## src/rtl/tc_sram_pkg.sv

```systemverilog
`default_nettype none
// tc_sram_pkg: shared constants, response-slot state encoding and the request record.
// Revision 1.0

package tc_sram_pkg;

  localparam int TC_SRAM_AW = 10;
  localparam int TC_SRAM_DW = 32;

  typedef enum logic [1:0] {
    ST_IDLE   = 2'd0,
    ST_ISSUED = 2'd1,
    ST_HOLD   = 2'd2
  } port_state_e;

  typedef struct packed {
    logic [TC_SRAM_AW-1:0]   addr;
    logic                    wren;
    logic [TC_SRAM_DW-1:0]   wdata;
    logic [TC_SRAM_DW/8-1:0] mask;
  } sram_req_t;

endpackage

`default_nettype wire

```

## src/rtl/tc_sram_rsp_slot.sv

```systemverilog
`default_nettype none
// tc_sram_rsp_slot: per-port response tracker; passes SRAM data through, or holds it under back-pressure.
// Revision 1.0

module tc_sram_rsp_slot
  import tc_sram_pkg::*;
#(
  parameter int DW = TC_SRAM_DW
) (
  input  logic          clk_i,
  input  logic          rst_i,
  input  logic          accept_i,
  input  logic          rsp_ready_i,
  input  logic [DW-1:0] sram_data_i,
  output logic          eligible_o,
  output logic          rsp_valid_o,
  output logic [DW-1:0] rdata_o
);

  port_state_e   state_q, state_d;
  logic [DW-1:0] hold_q, hold_d;

  always_ff @(posedge clk_i) begin
    if (rst_i) begin
      state_q <= ST_IDLE;
      hold_q  <= '0;
    end else begin
      state_q <= state_d;
      hold_q  <= hold_d;
    end
  end

  always_comb begin
    state_d = state_q;
    hold_d  = hold_q;
    case (state_q)
      ST_IDLE: begin
        if (accept_i) state_d = ST_ISSUED;
      end
      ST_ISSUED: begin
        if (rsp_ready_i) begin
          state_d = accept_i ? ST_ISSUED : ST_IDLE;
        end else begin
          // Macro output is only valid this one cycle, so capture it now.
          state_d = ST_HOLD;
          hold_d  = sram_data_i;
        end
      end
      ST_HOLD: begin
        if (rsp_ready_i) state_d = accept_i ? ST_ISSUED : ST_IDLE;
      end
      default: state_d = ST_IDLE;
    endcase
  end

  // A busy slot frees up in the same cycle its response is consumed.
  assign eligible_o  = (state_q == ST_IDLE) || rsp_ready_i;
  assign rsp_valid_o = !rst_i && (state_q != ST_IDLE);

  always_comb begin
    rdata_o = '0;
    if (!rst_i) begin
      case (state_q)
        ST_ISSUED: rdata_o = sram_data_i;
        ST_HOLD:   rdata_o = hold_q;
        default:   rdata_o = '0;
      endcase
    end
  end

endmodule

`default_nettype wire

```

## src/rtl/tc_sram_arb.sv

```systemverilog
`default_nettype none
// tc_sram_arb: two-port round-robin / fixed-priority arbiter and sequencer for a 1024x32 byte-masked SRAM.
// Revision 1.0

module tc_sram_arb
  import tc_sram_pkg::*;
#(
  parameter int AW         = TC_SRAM_AW,
  parameter int DW         = TC_SRAM_DW,
  parameter int FIXED_PRIO = 0
) (
  input  logic            clk_i,
  input  logic            rst_i,
  input  logic            p0_req_valid_i,
  output logic            p0_req_ready_o,
  input  logic [AW-1:0]   p0_addr_i,
  input  logic            p0_wren_i,
  input  logic [DW-1:0]   p0_wdata_i,
  input  logic [DW/8-1:0] p0_mask_i,
  output logic            p0_rsp_valid_o,
  input  logic            p0_rsp_ready_i,
  output logic [DW-1:0]   p0_rdata_o,
  input  logic            p1_req_valid_i,
  output logic            p1_req_ready_o,
  input  logic [AW-1:0]   p1_addr_i,
  input  logic            p1_wren_i,
  input  logic [DW-1:0]   p1_wdata_i,
  input  logic [DW/8-1:0] p1_mask_i,
  output logic            p1_rsp_valid_o,
  input  logic            p1_rsp_ready_i,
  output logic [DW-1:0]   p1_rdata_o,
  output logic            sram_cs_o,
  output logic            sram_wren_o,
  output logic [AW-1:0]   sram_addr_o,
  output logic [DW-1:0]   sram_data_o,
  output logic [DW/8-1:0] sram_mask_o,
  input  logic [DW-1:0]   sram_data_i
);

  logic      elig0, elig1, want0, want1, gnt0, gnt1;
  logic      last_q, last_d;
  sram_req_t req0, req1, sel;

  assign want0 = p0_req_valid_i && elig0 && !rst_i;
  assign want1 = p1_req_valid_i && elig1 && !rst_i;

  // last_q == 1 means port 1 was granted most recently, so port 0 wins a tie.
  always_comb begin
    gnt0 = 1'b0;
    gnt1 = 1'b0;
    if (want0 && want1) begin
      if ((FIXED_PRIO != 0) || last_q) gnt0 = 1'b1;
      else                             gnt1 = 1'b1;
    end else begin
      gnt0 = want0;
      gnt1 = want1;
    end
  end

  always_comb begin
    last_d = last_q;
    if (gnt0)      last_d = 1'b0;
    else if (gnt1) last_d = 1'b1;
  end

  always_ff @(posedge clk_i) begin
    if (rst_i) last_q <= 1'b1;
    else       last_q <= last_d;
  end

  assign p0_req_ready_o = gnt0;
  assign p1_req_ready_o = gnt1;

  assign req0 = '{addr: p0_addr_i, wren: p0_wren_i, wdata: p0_wdata_i, mask: p0_mask_i};
  assign req1 = '{addr: p1_addr_i, wren: p1_wren_i, wdata: p1_wdata_i, mask: p1_mask_i};

  always_comb begin
    sel = '0;
    if (gnt0)      sel = req0;
    else if (gnt1) sel = req1;
  end

  assign sram_cs_o   = gnt0 || gnt1;
  assign sram_wren_o = sel.wren;
  assign sram_addr_o = sel.addr;
  assign sram_data_o = sel.wdata;
  assign sram_mask_o = sel.wren ? sel.mask : '0;

  tc_sram_rsp_slot #(.DW(DW)) u_slot0 (
    .clk_i       (clk_i),
    .rst_i       (rst_i),
    .accept_i    (gnt0),
    .rsp_ready_i (p0_rsp_ready_i),
    .sram_data_i (sram_data_i),
    .eligible_o  (elig0),
    .rsp_valid_o (p0_rsp_valid_o),
    .rdata_o     (p0_rdata_o)
  );

  tc_sram_rsp_slot #(.DW(DW)) u_slot1 (
    .clk_i       (clk_i),
    .rst_i       (rst_i),
    .accept_i    (gnt1),
    .rsp_ready_i (p1_rsp_ready_i),
    .sram_data_i (sram_data_i),
    .eligible_o  (elig1),
    .rsp_valid_o (p1_rsp_valid_o),
    .rdata_o     (p1_rdata_o)
  );

endmodule

`default_nettype wire

```

## config.mk

```make
export PLATFORM = sky130hd
export DESIGN_NAME = tc_sram_arb
export DESIGN_NICKNAME = d
export VERILOG_FILES = /design/src/rtl/tc_sram_pkg.sv /design/src/rtl/tc_sram_rsp_slot.sv /design/src/rtl/tc_sram_arb.sv
export SDC_FILE = /design/constraint.sdc
export NUM_CORES = 1
export LEC_CHECK = 0
export CORE_MARGIN = 4
export CORE_UTILIZATION = 37
export DETAILED_ROUTE_END_ITERATION = 12
export PLACE_DENSITY_LB_ADDON = 0.2
export SLEW_MARGIN = 20
export SYNTH_ARGS = -nofsm -noshare
export SYNTH_HDL_FRONTEND = slang
export SYNTH_SLANG_ARGS = --single-unit
export TNS_END_PERCENT = 30
```

## constraint.sdc

```tcl
create_clock -name clk_i -period 3 [get_ports clk_i]
set_clock_uncertainty 0.1 [all_clocks]
set_input_delay 0.75 -clock clk_i [delete_from_list [all_inputs] [get_ports clk_i]]
set_output_delay 0.75 -clock clk_i [all_outputs]
set_load 0.05 [all_outputs]
```

# --- Word level (Yosys, flattened, before mapping) ---
# Index checks and enable logic that the tools add are counted.
totals:
  output_inout_bits: 116
  register_bits: 69
  latch_bits: 0
  ram_bits: 0
  mem_count: 0
  inputBits: 132
  elab_cells: 58
  romBits: 0
op_classes:
  div_mod_pow: 0
  reduce_logical: 20
  addsub: 0
  eq_ne: 8
  bitwise: 2
  magnitude_cmp: 0
  multipliers: 0
  n_shift: 0
  n_mux: 23
op_table:
  columns: ["operator", "count"]
  rows:
  - ["case mux 32 bit (2 select lines)", 2]
  - ["two-way mux 47 bit", 2]
  - ["two-way mux 32 bit", 2]
  - ["two-way mux 2 bit", 6]
  - ["case mux 2 bit (3 select lines)", 2]
  - ["two-way mux 1 bit", 8]
  - ["inequality test 2 bit (second input constant)", 4]
  - ["AND reduction 2 bit", 4]
  - ["logical AND 1 bit", 7]
  - ["nonzero test 2 bit", 3]
  - ["== test 2 x 1 -> 1 bit (second input constant)", 2]
  - ["== test 2 bit (second input constant)", 2]
  - ["logical NOT 2 bit", 2]
  - ["two-way mux 4 bit", 1]
  - ["logical OR 1 bit", 3]
  - ["NOT 1 bit", 2]
  - ["logical NOT 1 bit", 1]

# --- Depth between registers and ports, before layout ---
depth:
  depth_word: 9
  ltp_mapped: 8
  ltp_nobuf: 6

# --- By module ---
# From an unflattened synthesis, not the netlist that was laid out.
unflattened:
  hier_cells: 543
  area_unflattened_um2: 4002.6
modules_own_cells:
  columns: ["module", "cells_each", "instances", "seq_area_each_um2", "area_per_inst_um2"]
  rows:
  - ["tc_sram_rsp_slot", 239, 2, 680.7, 1700.4]
  - ["tc_sram_arb", 65, 1, 20.0, 601.8]

# --- Worst setup path before layout ---
# No wires, ideal clock.
synth_timing:
  path_kind: "input -> output"
  from: "input port p1_rsp_ready_i"
  to: "output port sram_addr_o[1]"
  arrival_ns: 2.386
  path_stages: 5
  setup_slack_ns: -0.236
  n_path_buf: 1
  required_ns: 2.150
  cell_sequence: "o21ai_2 nor2_1 nor3_2 clkbuf_1 a22o_1"
synth_via:
  word_cells_on_any_way: 8
  cone_classes: "mux: 4; reduce/logical: 4"
synth_lines:
  columns: ["item", "line_no", "rtl"]
  rows:
  - ["from (decl)", "tc_sram_arb.sv:30", "input logic p1_rsp_ready_i,"]
  - ["logical OR 1 bit", "tc_sram_rsp_slot.sv:57", "assign eligible_o = (state_q == ST_IDLE) || rsp_ready_i;"]
  - ["logical AND 1 bit (2 in a row)", "tc_sram_arb.sv:45", "assign want1 = p1_req_valid_i && elig1 && !rst_i;"]
  - ["logical AND 1 bit", "tc_sram_arb.sv:51", "if (want0 && want1) begin"]
  - ["two-way mux 1 bit", "tc_sram_arb.sv:51", null]
  - ["named net p0_req_ready_o", "tc_sram_arb.sv:15", "output logic p0_req_ready_o,"]
  - ["two-way mux 47 bit", "tc_sram_arb.sv:79", "if (gnt0) sel = req0;"]
  - ["to (decl)", "tc_sram_arb.sv:34", "output logic [AW-1:0] sram_addr_o,"]
# The timed path passes the listed nets, and every way through them passes these cells.

# --- Final worst setup path ---
layout_timing:
  from: "input port p0_req_valid_i"
  to: "output port sram_data_o[4]"
layout_via:
  elab_chain_len: 6
  word_cells_on_any_way: 7
  cone_classes: "mux: 4; reduce/logical: 3"
layout_lines:
  columns: ["item", "line_no", "rtl"]
  rows:
  - ["from (decl)", "tc_sram_arb.sv:14", "input logic p0_req_valid_i,"]
  - ["logical AND 1 bit (*) (2 in a row)", "tc_sram_arb.sv:44", "assign want0 = p0_req_valid_i && elig0 && !rst_i;"]
  - ["logical AND 1 bit", "tc_sram_arb.sv:51", null]
  - ["two-way mux 1 bit", "tc_sram_arb.sv:51", null]
  - ["two-way mux 47 bit", "tc_sram_arb.sv:80", "else if (gnt1) sel = req1;"]
  - ["two-way mux 47 bit (*)", "tc_sram_arb.sv:79", null]
  - ["to (decl)", "tc_sram_arb.sv:35", "output logic [DW-1:0] sram_data_o,"]
# Mark *: on every way between the ends. The rest lies on a longest branch, timed or not.

==> metrics.txt <==
outcome complete, no violations; FF-to-FF setup slack 0.92 ns; largest area contributor in the netlist dfxtp_1; Slew @ Worst Pin about 0.48 ns; Sink Count 69; Data required, critical path 2.15 ns; Final #Nets 927; clk_lat worst skew 0.34 ns; WL final 18700 µm; layout filler cell count 775; maxcap violations 0; Die Y-Extent about 110 µm; Finished Layout Cells roughly 930; Clock Power Share 0.239; initial antenna violation count 0; Core ar. about 0.010 mm²; post-synthesis compound-gate area fraction 0.340; wire per inst a little over 20 µm; Cells after DPL between 800 and 900; crit-path max FO 17; number of port buffers about 250; post-synthesis sequential area ratio 0.354; Num CTS Buffers 9; layout cells sized above 1 0.274; Reg clk slew, reported paths around 0.080 ns; global-route wire length before repair 29100 µm; Clock Root Buffer clkbuf_8; Rel. slew slack 0.680; most frequent cells in the layout nand2_1, clkdlybuf4s50_1, buf_4, a21oi_1, nor2_1; Syn Std Cell Area slightly below 0.004 mm²; row cnt 37; Synth Area in XOR/XNOR 0; Simple-Gate Fraction of Synth Area 0.219; Post-DP HPWL between 10000 and 15000 µm; synthesized flop and latch total approximately 70; FMAX between 300 and 400 MHz; Die W ~110 µm; delay-heaviest family, CP buffers and inverters; power per cell area roughly 430 mW/mm²; crit path DAT 2.13 ns; Syn Nets approximately 700; sequential share of power 0.315; Detail Route Antenna Nets 0; cts hold-fix bufs 0; Crit-path slowest cell nor3_4; leakage power 2.92 nW; mux cell area share after synthesis 0; crit path launch p0_req_valid_i; via count 5077; Comb pwr share 0.446; largest family of logic cells by synthesized area compound AO/OA/AOI/OAI gates; number of diodes 0; drt drc 0; worst hold path type reg2reg; Initial Util 0.380; most common cell after layout, fill and taps aside nand2_1; critical-path cell list dlygate4sd2_1 > o21ai_1 > nor3_4 > buf_6 > buf_16 > a22o_1 > buf_12; critical path capture point type output pin; Distinct cells, synth 28; post-synth top area share 0.354; largest net degree at the start of global routing 45; hold_sp u_slot0.hold_q[9]; Post-Synth Adder-Cell Area 0.0256; routability congestion estimate slightly above 1; Synthesis Warnings 0; CTS tree yes; WP buf/inv 4; top cells by area, synth dfxtp_1, nand2_1, a22oi_1, a22o_1, a21oi_1; dpl cell area 0.00692 mm²; Post-Synthesis Cells 544; Design Area, Final approximately 0.0075 mm²; # IOs between 200 and 250; vias per cell between 5 and 6; Setup CP Type in2out; final number of hold-violating endpoints 0; Area Growth Syn to Fin 92.3%; min Tclk post-route 2.98 ns; GR Util All Layers 0.294; first-pass detailed-route iteration total 5; Worst setup SP type input port; worst stage delay on the critical path just over 0.3 ns; Max clock buf depth 2; H-tree depth 3; RSZ-0062 raised after global routing true; Net Sw Power 1.18 mW; worst vdd ir about 440 µV; final period utilization 0.995; total grt overflow 0; Cell Int Power between 2 and 2.5 mW; Synth Area per Inst just over 7 µm²; number of global-route vias before repair 5017; die area 0.0123 mm²; Pins Over Slew Limit 0; reg-to-reg critical path startpoint u_slot0.state_q[1]; final setup fails 0; drt first-iter violations between 400 and 500; sw frac 0.368
## synthesized netlist by cell type, drive strengths merged
library cell and n:
a21o 1, nor2b 3, a21oi 68, o41ai 1, clkbuf 42, a22oi 64
and2 2, o211ai 1, inv 6, a22o 42, o2111ai 1, dfxtp 69
nand4 1, o31a 1, nor2 68, nor3 2, ha 8, a32o 5
or2b 1, or4 1, o21ai 5, nand2b 5, o31ai 1, buf 13
o211a 1, nand2 132
## per-stage QoR
stage | utilization | setup WS, ns | setup TNS (ns) | hold WS, ns | power [mW]
after floorplan | - | -0.0120 | -0.0719 | 0.336 | 1.68
after global placement | 0.673 | -0.216 | -8.09 | 0.342 | 2.31
after detailed placement | 0.673 | -0.246 | -9.53 | 0.347 | 2.34
after CTS | 0.729 | 0.00405 | 0 | 0.358 | 3.19
after global routing | 0.730 | -0.0283 | -0.382 | 0.379 | 3.32
final | 0.730 | 0.0158 | 0 | 0.355 | 3.19
## area by class of cell
type	instances	area (µm²)	share of cell area
Tap cell	136	170	0.0227
Inverter	6	22.5	0.00300
Timing Repair Buffer	287	3210	0.427
Clock inverter	7	73.8	0.00984
Multi-Input combinational cell	414	2520	0.336
Sequential cell	69	1390	0.185
Clock buffer	9	124	0.0165
## worst register-to-register path, cell delays in order, from the launching register on
cell,delay (ns)
dfxtp_4,0.37
inv_1,0.07
ha_4,0.18
o211a_1,0.24
buf_4,0.14
o31a_1,0.27
or4_1,0.48
a21oi_1,0.15
## flip-flops by register name, summed over array words and instances, names as in the netlist
| name | flops |
|---|---|
| u_slot1.state_q | 2 |
| u_slot0.state_q | 2 |
| u_slot0.hold_q | 32 |
| last_q | 1 |
| u_slot1.hold_q | 32 |
## logic make-up after synthesis
family / Yosys count
and+or+nand+nor: 215
AOI/OAI and AO/OA: 191
DFF: 69
buffers and inverters: 61
adders and majority gates: 8
## path summary, 6_finish.rpt
path                                            to  depth (start not counted)
worst min-delay path             u_slot0.hold_q[9]                          2
worst max register to register  u_slot1.state_q[1]                          7
worst min register to register   u_slot0.hold_q[9]                          2
worst max-delay path                sram_data_o[4]                          7
## layer usage
layer / GRT usage / routed length (µm) / share of wire / vias up
met1: 0.334 / 7170 / 0.38 / 2416
met4: 0.0837 / 542 / 0.029 / 0
li1: - / - / - / 2393
met5: 0 / 0 / 0 / -
met3: 0.0759 / 1360 / 0.073 / 32
met2: 0.539 / 9610 / 0.51 / 236
## power by group through the flow
stage	combinational, mW	sequential, mW	clock (mW)
after global placement	1.29	1.02	0
final	1.42	1.01	0.765
after floorplan	0.666	1.01	0
after global routing	1.49	1.01	0.817
after CTS	1.41	1.00	0.774
after detailed placement	1.32	1.02	0
## timing repair
action	4_1_cts	5_1_grt
pin swaps	9	5
endpoints found under the hold margin	0	0
gates cloned	3	0
gates resized for setup	45	15
setup endpoints to repair	47	80
buffers inserted	11	0
Power figures use the tool's default switching activity.
